==> config.mk <==
export PLATFORM = sky130hd
export DESIGN_NAME = mat_pack
export DESIGN_NICKNAME = d
export VERILOG_FILES = /design/src/rtl/mat_pack.sv
export SDC_FILE = /design/constraint.sdc
export NUM_CORES = 1
export LEC_CHECK = 0
export BUFFER_PORTS_ARGS = -buffer_cell sky130_fd_sc_hd__buf_2
export CORE_MARGIN = 8
export CORE_UTILIZATION = 30
export DETAILED_ROUTE_END_ITERATION = 7
export GPL_TIMING_DRIVEN = 0
export SLEW_MARGIN = 20
export SYNTH_ARGS = -nofsm -noshare
export SYNTH_HDL_FRONTEND = slang
export SYNTH_SLANG_ARGS = --single-unit
export TNS_END_PERCENT = 30
==> constraint.sdc <==
create_clock -name clk -period 2 [get_ports clk]
set_input_delay 0.3 -clock clk [delete_from_list [all_inputs] [get_ports clk]]
set_output_delay 0.3 -clock clk [all_outputs]
set_load 0.03 [all_outputs]
==> src/rtl/mat_pack.sv <==
// mat_pack: packs row-major 32-bit words into an MxN matrix; output_z_stb rises the cycle after the last word.
// Backpressure: input_a_ack drops while the matrix is held; MAT_PACK_DOUBLE_BUF_EN adds a back bank so filling overlaps presenting.
module mat_pack #(
  parameter int M = 4,
  parameter int N = 4
) (
  input  logic                       clk,
  input  logic                       rst,
  input  logic [31:0]                input_a,
  input  logic                       input_a_stb,
  output logic                       input_a_ack,
  output logic [M-1:0][N-1:0][31:0]  output_z,
  output logic                       output_z_stb,
  input  logic                       output_z_ack
);

  localparam int E  = M * N;
  localparam int KW = (E > 1) ? $clog2(E) : 1;
  localparam logic [KW-1:0] K_LAST = KW'(E - 1);

  logic [KW-1:0]       k;
  logic [E-1:0][31:0]  front;
  logic                in_xfer;
  logic                last_word;

  assign in_xfer   = input_a_stb & input_a_ack;
  assign last_word = in_xfer && (k == K_LAST);
  // Flat element index k maps to (k/N, k%N) because output_z is row-major packed.
  assign output_z  = front;

  always_ff @(posedge clk or negedge rst) begin
    if (!rst) begin
      k <= '0;
    end else if (in_xfer) begin
      k <= last_word ? '0 : k + 1'b1;
    end
  end

`ifdef MAT_PACK_DOUBLE_BUF_EN

  logic [E-1:0][31:0]  back;
  logic [E-1:0][31:0]  back_nxt;
  logic                back_full;
  logic                back_full_nxt;
  logic                out_xfer;

  assign out_xfer = output_z_stb & output_z_ack;

  // back_nxt includes the word being written this edge, so a completed matrix loads whole.
  always_comb begin
    back_nxt = back;
    if (in_xfer) begin
      back_nxt[k] = input_a;
    end
  end

  always_comb begin
    back_full_nxt = back_full;
    if (last_word && output_z_stb && !out_xfer) begin
      back_full_nxt = 1'b1;
    end else if (out_xfer) begin
      back_full_nxt = 1'b0;
    end
  end

  always_ff @(posedge clk or negedge rst) begin
    if (!rst) begin
      back         <= '0;
      front        <= '0;
      back_full    <= 1'b0;
      output_z_stb <= 1'b0;
      input_a_ack  <= 1'b0;
    end else begin
      back        <= back_nxt;
      back_full   <= back_full_nxt;
      input_a_ack <= !back_full_nxt;
      if (last_word && (!output_z_stb || out_xfer)) begin
        front        <= back_nxt;
        output_z_stb <= 1'b1;
      end else if (out_xfer && back_full) begin
        front <= back;
      end else if (out_xfer) begin
        output_z_stb <= 1'b0;
      end
    end
  end

`else

  typedef enum logic {
    FILL,
    PRESENT
  } state_t;

  state_t state;

  always_ff @(posedge clk or negedge rst) begin
    if (!rst) begin
      state        <= FILL;
      front        <= '0;
      output_z_stb <= 1'b0;
      input_a_ack  <= 1'b0;
    end else begin
      case (state)
        FILL: begin
          input_a_ack <= 1'b1;
          if (in_xfer) begin
            front[k] <= input_a;
            if (last_word) begin
              state        <= PRESENT;
              input_a_ack  <= 1'b0;
              output_z_stb <= 1'b1;
            end
          end
        end
        PRESENT: begin
          if (output_z_ack) begin
            state        <= FILL;
            output_z_stb <= 1'b0;
            input_a_ack  <= 1'b1;
          end
        end
        default: state <= FILL;
      endcase
    end
  end

`endif

endmodule

## Word level (Yosys, flattened, before mapping)

Index checks and enable logic that the tools add are counted.

- Register bits: 519
- Latch bits: 0
- Bits in writable memories: 0
- Bits in read-only memories: 0
- Memories kept: 0

- Add/sub/neg operators: 1
- $mul: 0
- Divide/modulo/power cells: 0
- Magnitude comparators: 2
- Equality and inequality tests: 4
- Shifts and indexed selects: 0
- Mux-type cells: 16
- Bitwise operators: 2
- Reduce and logical (&&, ||, !) cells: 4

Operator list:

| cell | count |
|---|---|
| 512-bit bitwise mux | 1 |
| 32-bit demux with 4-bit select | 1 |
| 32-bit two-way mux | 1 |
| 1-bit two-way mux | 9 |
| 2-bit != test (second input constant) | 3 |
| 1-bit case mux with 2 select lines | 3 |
| 4-bit by 5-bit less-than comparator with 1-bit output (second input constant) | 1 |
| 4-bit by 1-bit adder with 4-bit output (second input constant) | 1 |
| 4-bit equality test (second input constant) | 1 |
| 4-bit by 1-bit greater-or-equal comparator with 1-bit output (second input constant) | 1 |
| 4-bit two-way mux | 1 |
| 3-bit AND reduction | 1 |
| 1-bit logical AND | 2 |
| 2-bit AND reduction | 1 |
| 1-bit bitwise AND | 1 |
| 1-bit inverter | 1 |

## Longest topological paths before layout

Gate-level depths: netlist (run 1).

- Depth in word-level cells: 5
- Mapped depth: 7
- Mapped depth without buffers: 5

## Worst setup path before layout (run 1)

No wires, ideal clock.

- Path type: flip-flop to flip-flop
- Start point: reg input_a_ack
- End point: reg front (netlist bit output_z[0])
- Arrival: 1.815 ns
- Data required time: 1.875 ns
- Slack: 0.060 ns
- Cell stages (with the launch flop): 7
- Cells stage by stage: dfrtp_1 -> buf_4 -> nand2_4 -> or4_1 -> buf_2 -> buf_6 -> mux2_4

- Longest elaborated chain between the ends: 2

RTL lines:

| what | RTL line | source |
|---|---|---|
| start: declaration | 11 | `output logic input_a_ack,` |
| start signal: assignment | 102 | `input_a_ack <= 1'b0;` |
| start signal: assignment | 106 | `input_a_ack <= 1'b1;` |
| start signal: assignment | 111 | `input_a_ack <= 1'b0;` |
| 1-bit bitwise AND | 26 | `assign in_xfer = input_a_stb & input_a_ack;` |
| 2-bit AND reduction (no source line) | n/a |  |
| end signal: indexed assignment | 108 | `front[k] <= input_a;` |
| end: declaration | 22 | `logic [E-1:0][31:0] front;` |

No other way between the ends.
A chain may end at the register's enable or synchronous reset.

## Worst setup path after layout (run 1)

- Start point: reg k[1]
- End point: reg front (netlist bit output_z[117])

- Longest elaborated chain between the ends: 5

RTL lines:

| what | RTL line | source |
|---|---|---|
| start: declaration | 21 | `logic [KW-1:0] k;` |
| start signal: assignment | 35 | `k <= last_word ? '0 : k + 1'b1;` |
| 4-bit by 5-bit less-than comparator with 1-bit output (implied by the code) / 4-bit by 1-bit greater-or-equal comparator with 1-bit output (equally long branches) | 108 |  |
| 1-bit logical AND (implied by the code) | 108 |  |
| 32-bit two-way mux (implied by the code) | 108 |  |
| 32-bit demux with 4-bit select (*) | 108 |  |
| 512-bit bitwise mux (*) | 108 |  |

Mark *: on every way between the ends. The rest lies on a longest branch, timed or not.

==> impl_metrics.tcl, run 1 <==
set metrics [dict create \
    grt_first_pass_wirelength_um 91500 \
    hp-class "in -> async" \
    drt_iter0_drc 451 \
    rsz0062_at_grt "true" \
    power_frac_comb 0.460 \
    cts_root_buf "clkbuf_16" \
    start_util 0.302 \
    synthFlopType "dfrtp_1" \
    relSlewSlack 0.507 \
    grt_max_degree 105 \
    r2r-start "k[1]$_DFFE_PN0P_" \
    cp-end-kind "flip-flop" \
    cp_slowest_cell "dfrtp_2" \
    cts_buffer_depth 3 \
    drc 0 \
    p_sw_w 0.0224 \
    clock_sinks 519 \
    path_buf_inv 2 \
    p_leak_nw 13.2 \
    nFillCells 6144 \
    synth_warnings 0 \
    io_buffers 548 \
    hold_violations 68 \
    maxCapViolCount 0 \
    grt.overflow.total 0 \
    timing.final.crit_share 1.02 \
    drive_gt1_frac 0.672 \
    dr.pass1.iters 4 \
    path_cells "ha_2, nand2b_4, or4_1, buf_4, buf_6, mux2_4" \
    track_usage 0.161 \
    setup_viol 38 \
    status "finished, violations left" \
    async_flop_share 1.00 \
    crit_type "reg -> reg" \
    wire_per_inst_um 23.1 \
    cp.arrival_ns 2.52 \
    nets 1855 \
    cts_buffers 55 \
    grt_pass1_vias 13400 \
    synth_seq_cells 519 \
    power_switching_share 0.430 \
    power.share.clock 0.195 \
    detailroute.via_count 12400 \
    seqPwrFrac 0.344 \
    postPlaceCellArea_um2 23800 \
    slowest_delay_ns 0.43 \
    fp.dieW_um 273 \
    dieArea_um2 74400 \
    fmaxAchievable_ghz 0.488 \
    antenna_left 0 \
    syn_avg_cell_area_um2 16.9 \
    p_int_w 0.0297 \
    crit_path_start_kind "flip-flop" \
    cp.required_ns 2.47 \
    crit_fanout 10 \
    antenna_found_initial 3 \
    core_area_um2 65500 \
    fin_skew_ns 0.0147 \
    syn_nets 1210 \
    io_pins 550 \
    fin_crit_ns 2.05 \
    power.density_nw_per_um2 1970 \
    synthDistinctLibCells 32 \
    ys_seq_area_frac 0.656 \
    rr_endpoint "output_z[117]$_DFFE_PN0P_" \
    vdd_drop_max_v 0.00111 \
    fin_ws_ns -0.0488 \
    p_total_w 0.0521 \
    synthToLayoutAreaGrowth_pct 33.7 \
    insertion_delay_ns 0.59 \
    fp.dieH_um 273 \
    tightest_slew_ns 0.740 \
    cts_max_level 2 \
    floorplan.rows 94 \
    slew_violations 0 \
    final_common_cell "buf_2" \
    mostFrequentLayoutCells "buf_2 (550), dfrtp_1 (516), mux2_2 (423)" \
    synth-edff-count 0 \
    holdBufCountCts 6 \
    clk_pin_slew_worst_paths_ns 0.06 \
    hpwlAfterDp_um 45800 \
    synthCells 1170 \
    r2r_cells 6 \
    synth_area_um2 19800 \
    vias_per_cell 4.56 \
    gp_congestion 0.798 \
    whs_ns -0.315 \
    rrSetupSlack_ns -0.05 \
    cts_tree "done" \
    wirelength_um 62900 \
    violations "hold timing, setup timing" \
    critical-path-top-delay-family "simple AND/OR/NAND/NOR gates" \
    stdcell_area_um2 26500 \
]
## logic make-up (layout without fill, tap and decap cells)
| logic type | count (synthesis) | count (layout) | synth area share |
|---|---|---|---|
| flip-flops | 519 | 519 | 0.656 |
| multiplexers | 513 | 513 | 0.303 |
| buffers and inverters | 94 | 782 | 0.0239 |
| AND/OR/NAND/NOR | 31 | 31 | 0.0109 |
| AO/OA/AOI/OAI | 8 | 8 | 0.00278 |
| adder cells (fa/ha/maj) | 4 | 4 | 0.00253 |
| XOR/XNOR | 1 | 1 | 0.000443 |
| other | 0 | 2 | 0 |
## power groups by stage
stage / sequential, W / clock (W) / combinational [W]
after global placement: 0.0178 / 0 / 0.0233
after floorplan: 0.0275 / 0 / 0.00591
after detailed placement: 0.0180 / 0 / 0.0235
after global routing: 0.0185 / 0.0109 / 0.0251
final: 0.0179 / 0.0102 / 0.0240
after CTS: 0.0179 / 0.0105 / 0.0239
## sequential cells by signal, indices dropped and copies added, names as in the netlist
signal	flops
k	4
input_a_ack	1
output_z_stb	1
state	1
output_z	512
## per-layer routing
layer / up-vias / track usage / wire length, um
li1: 5399 / - / -
met1: 6494 / 0.192 / 24800
met2: 403 / 0.270 / 30900
met3: 113 / 0.0534 / 5050
met4: 2 / 0.0535 / 2140
met5: - / 0 / 12
## cells in the mapped netlist, drive strengths merged, types with 3 or more instances
library cell	n	area share
nand3	4	0.0010
nand4	3	0.00095
buf	55	0.016
nand2b	3	0.0017
and3	3	0.00095
ha	4	0.0025
mux2	513	0.30
nor2	7	0.0015
dfrtp	519	0.66
nor3	4	0.0020
clkbuf	35	0.0066
inv	4	0.00076
## through the flow
step	setup TNS, ns	utilization	setup WS [ns]	cells	hold slack, ns
2_1_floorplan	0	-	0.0597	1170	0.00441
3_3_place_gp	-5188.61	0.360	-9.78	2582	0.466
3_5_place_dp	-178.81	0.363	-0.725	2587	0.314
4_1_cts	-6.59	0.398	-0.152	2709	-0.344
5_1_grt	-6.37	0.404	-0.0978	2724	-0.306
6_report	-1.08	0.404	-0.0488	2724	-0.315
## area by class of cell
type	count	area, um^2	area share
diodes	2	5.00	0.000189
plain buffers	80	613	0.0232
clock buffers	82	1580	0.0597
clock inverters	18	206	0.00780
inverters	4	20.0	0.000757
multi-input cells	557	6520	0.246
flip-flops and latches	519	13000	0.491
well taps	864	1080	0.0409
repair buffers	598	3440	0.130
## how the worst max path moves through the flow
stage / slack (ns) / startpoint / depth (start not counted) / endpoint
global route: -0.1 / k[1]$_DFFE_PN0P_ / 6 / output_z[124]$_DFFE_PN0P_
global placement: -9.78 / rst / 1 / output_z[284]$_DFFE_PN0P_
CTS: -0.15 / k[1]$_DFFE_PN0P_ / 8 / output_z[309]$_DFFE_PN0P_
detailed placement: -0.72 / k[0]$_DFFE_PN0P_ / 6 / output_z[281]$_DFFE_PN0P_
finish: -0.05 / k[1]$_DFFE_PN0P_ / 6 / output_z[117]$_DFFE_PN0P_
floorplan: 0.06 / input_a_ack$_DFFE_PN0P_ / 6 / output_z[0]$_DFFE_PN0P_
## worst reg2reg max path, cell delays in order (launching register included)
cell and delay (ns):
dfrtp_2 0.43, ha_2 0.26, nand2b_4 0.11, or4_1 0.42, buf_4 0.21, buf_6 0.20, mux2_4 0.31
## what timing repair did
| action | CTS | global route |
|---|---|---|
| pin swaps | 9 | 6 |
| setup endpoints to repair | 495 | 387 |
| gates cloned | 1 | 5 |
| hold endpoints to repair | 79 | 68 |
| setup buffers | 24 | 10 |
| gates resized for setup | 71 | 53 |
No activity file was read; power rests on OpenSTA's default activity.
==> inputs of run 2 (changes only) <==
Settings changed: SETUP_SLACK_MARGIN set to 0.4.
==> run 2 against run 1 <==
  * The run still ends with hold timing, setup timing left
  * Register-to-register slack gained 0.03 ns
  * Design area grew 10%
  * Highest routed layer is now met4
  * Largest cell class unchanged
  * Flip-flop and latch count stayed put
  * Routed wire length up 6.1%
==> impl_metrics.tcl, run 2 (synthesis gave the netlist of run 1 again) <==
set metrics [dict create \
    status "finished, violations left" \
    violations "hold timing, setup timing" \
    track_usage 0.166 \
    fin_skew_ns 0.0147 \
    largest_reg_flops 512 \
    synthToLayoutAreaGrowth_pct 47.2 \
    wl_met2_um 32500 \
    relSlewSlack 0.497 \
    place_ws_ns -0.647 \
    dr.pass1.iters 4 \
    wl_met1_um 27100 \
    cts_root_buf "clkbuf_16" \
    fin_util 0.445 \
    mostFrequentLayoutCells "buf_2 (547), dfrtp_1 (516), mux2_4 (377)" \
    wl_met3_um 4690 \
    holdBufCountCts 4 \
    final_common_cell "buf_2" \
    gp_congestion 0.778 \
    dieArea_um2 74400 \
    start_util 0.302 \
    top_layer "met4" \
    p_leak_nw 14.6 \
    detailroute.via_count 12700 \
    floorplan.rows 94 \
    insertion_delay_ns 0.59 \
    hp-class "in -> async" \
    diodes 0 \
    p_total_w 0.0558 \
    io_buffers 548 \
    hpwlAfterDp_um 46100 \
    fin_crit_ns 2.02 \
    crit_path_start_kind "flip-flop" \
    grt_first_pass_wirelength_um 94400 \
    grt_max_degree 102 \
    antenna_left 0 \
    wirelength_um 66700 \
    slew_violations 0 \
    clock_sinks 519 \
    wire_per_inst_um 24.1 \
    drt_iter0_drc 518 \
    crit_fanout 7 \
    grt.overflow.total 0 \
    clk_pin_slew_worst_paths_ns 0.06 \
    power.density_nw_per_um2 1920 \
    r2r_cells 7 \
    drive_gt1_frac 0.694 \
    maxCapViolCount 0 \
    cts_buffer_depth 3 \
    cts_buffers 56 \
    antenna_found_initial 0 \
    setup_viol 23 \
    fp.dieH_um 273 \
    crit_type "reg -> reg" \
    tightest_slew_ns 0.755 \
    cts_tree "done" \
    cts_max_level 2 \
    rsz0062_at_grt "true" \
    cp-end-kind "flip-flop" \
    io_pins 550 \
    nets 1903 \
    cp.arrival_ns 2.49 \
    hold_violations 62 \
    core_area_um2 65500 \
    grt_pass1_vias 13900 \
    whs_ns -0.347 \
    timing.final.crit_share 1.01 \
    fmaxAchievable_ghz 0.495 \
    cp.required_ns 2.47 \
    drc 0 \
    fin_ws_ns -0.0198 \
    fp.dieW_um 273 \
    vdd_drop_max_v 0.000891 \
    vias_per_cell 4.58 \
]
==> run 2: cell types whose count changed in the layout (fill, tap and decap cells not counted), moves of 12 or more <==
cell    delta
buf_8     +12
mux2_4   +300
mux2_2   -289
buf_12    +52
buf_4     -21
==> run 2: worst max-delay path: stages, from the launching register on <==
cell       delay [ns]
dfrtp_2          0.48
inv_4            0.11
ha_4             0.14
nand2b_4         0.09
or4_4            0.44
buf_12           0.18
clkbuf_16        0.17
mux2_4           0.29
==> run 2: area by class of cell <==
class | instances | area, um^2
well taps | 864 | 1080
plain buffers | 90 | 1240
clock inverters | 24 | 339
fillers | 5807 | 36400
inverters | 4 | 20.0
clock buffers | 78 | 1640
flip-flops and latches | 519 | 13000
repair buffers | 635 | 4150
multi-input cells | 557 | 7680
==> run 2: stage by stage <==
| step | cells | area [um^2] | TNS, ns | hold WS [ns] |
|---|---|---|---|---|
| detailed placement | 2587 | 24300 | -137.17 | 0.279 |
| global placement | 2582 | 24100 | -5164.08 | 0.463 |
| finish | 2771 | 29100 | -0.270 | -0.347 |
| global route | 2771 | 29100 | -3.73 | -0.335 |
| floorplan | 1170 | 20300 | 0 | 0.00441 |
| CTS | 2741 | 27700 | -0.270 | -0.368 |
==> run 2: worst paths after layout <==
check	start	to	slack, ns
min reg2reg	output_z[74]$_DFFE_PN0P_	output_z[74]$_DFFE_PN0P_	0.50
max	k[0]$_DFFE_PN0P_	output_z[5]$_DFFE_PN0P_	-0.02
max in group asynchronous	rst	input_a_ack$_DFFE_PN0P_	0.53
max reg2reg	k[0]$_DFFE_PN0P_	output_z[5]$_DFFE_PN0P_	-0.02
min in group clk	input_a[19]	output_z[499]$_DFFE_PN0P_	0.05
min	rst	output_z[385]$_DFFE_PN0P_	-0.35
==> run 2: power by group <==
group / internal [W] / leakage [nW] / switching, W
sequential: 0.0154 / 6.50 / 0.00279
clock: 0.00672 / 0.971 / 0.00427
combinational: 0.0106 / 7.11 / 0.0160
total: 0.0327 / 14.6 / 0.0231
==> run 2: routing by layer <==
metal,vias to the layer above,track usage
li1,5475,-
met1,6670,0.200
met2,417,0.278
met3,116,0.0511
met4,0,0.0577
met5,-,0
==> run 2: timing repair <==
| item | in CTS | in global routing |
|---|---|---|
| gates cloned | 7 | 11 |
| pin swaps | 13 | 16 |
| endpoints found under the hold margin | 72 | 62 |
| setup buffers | 41 | 19 |
| gates resized for setup | 221 | 253 |
| endpoints found under the setup margin | 515 | 610 |
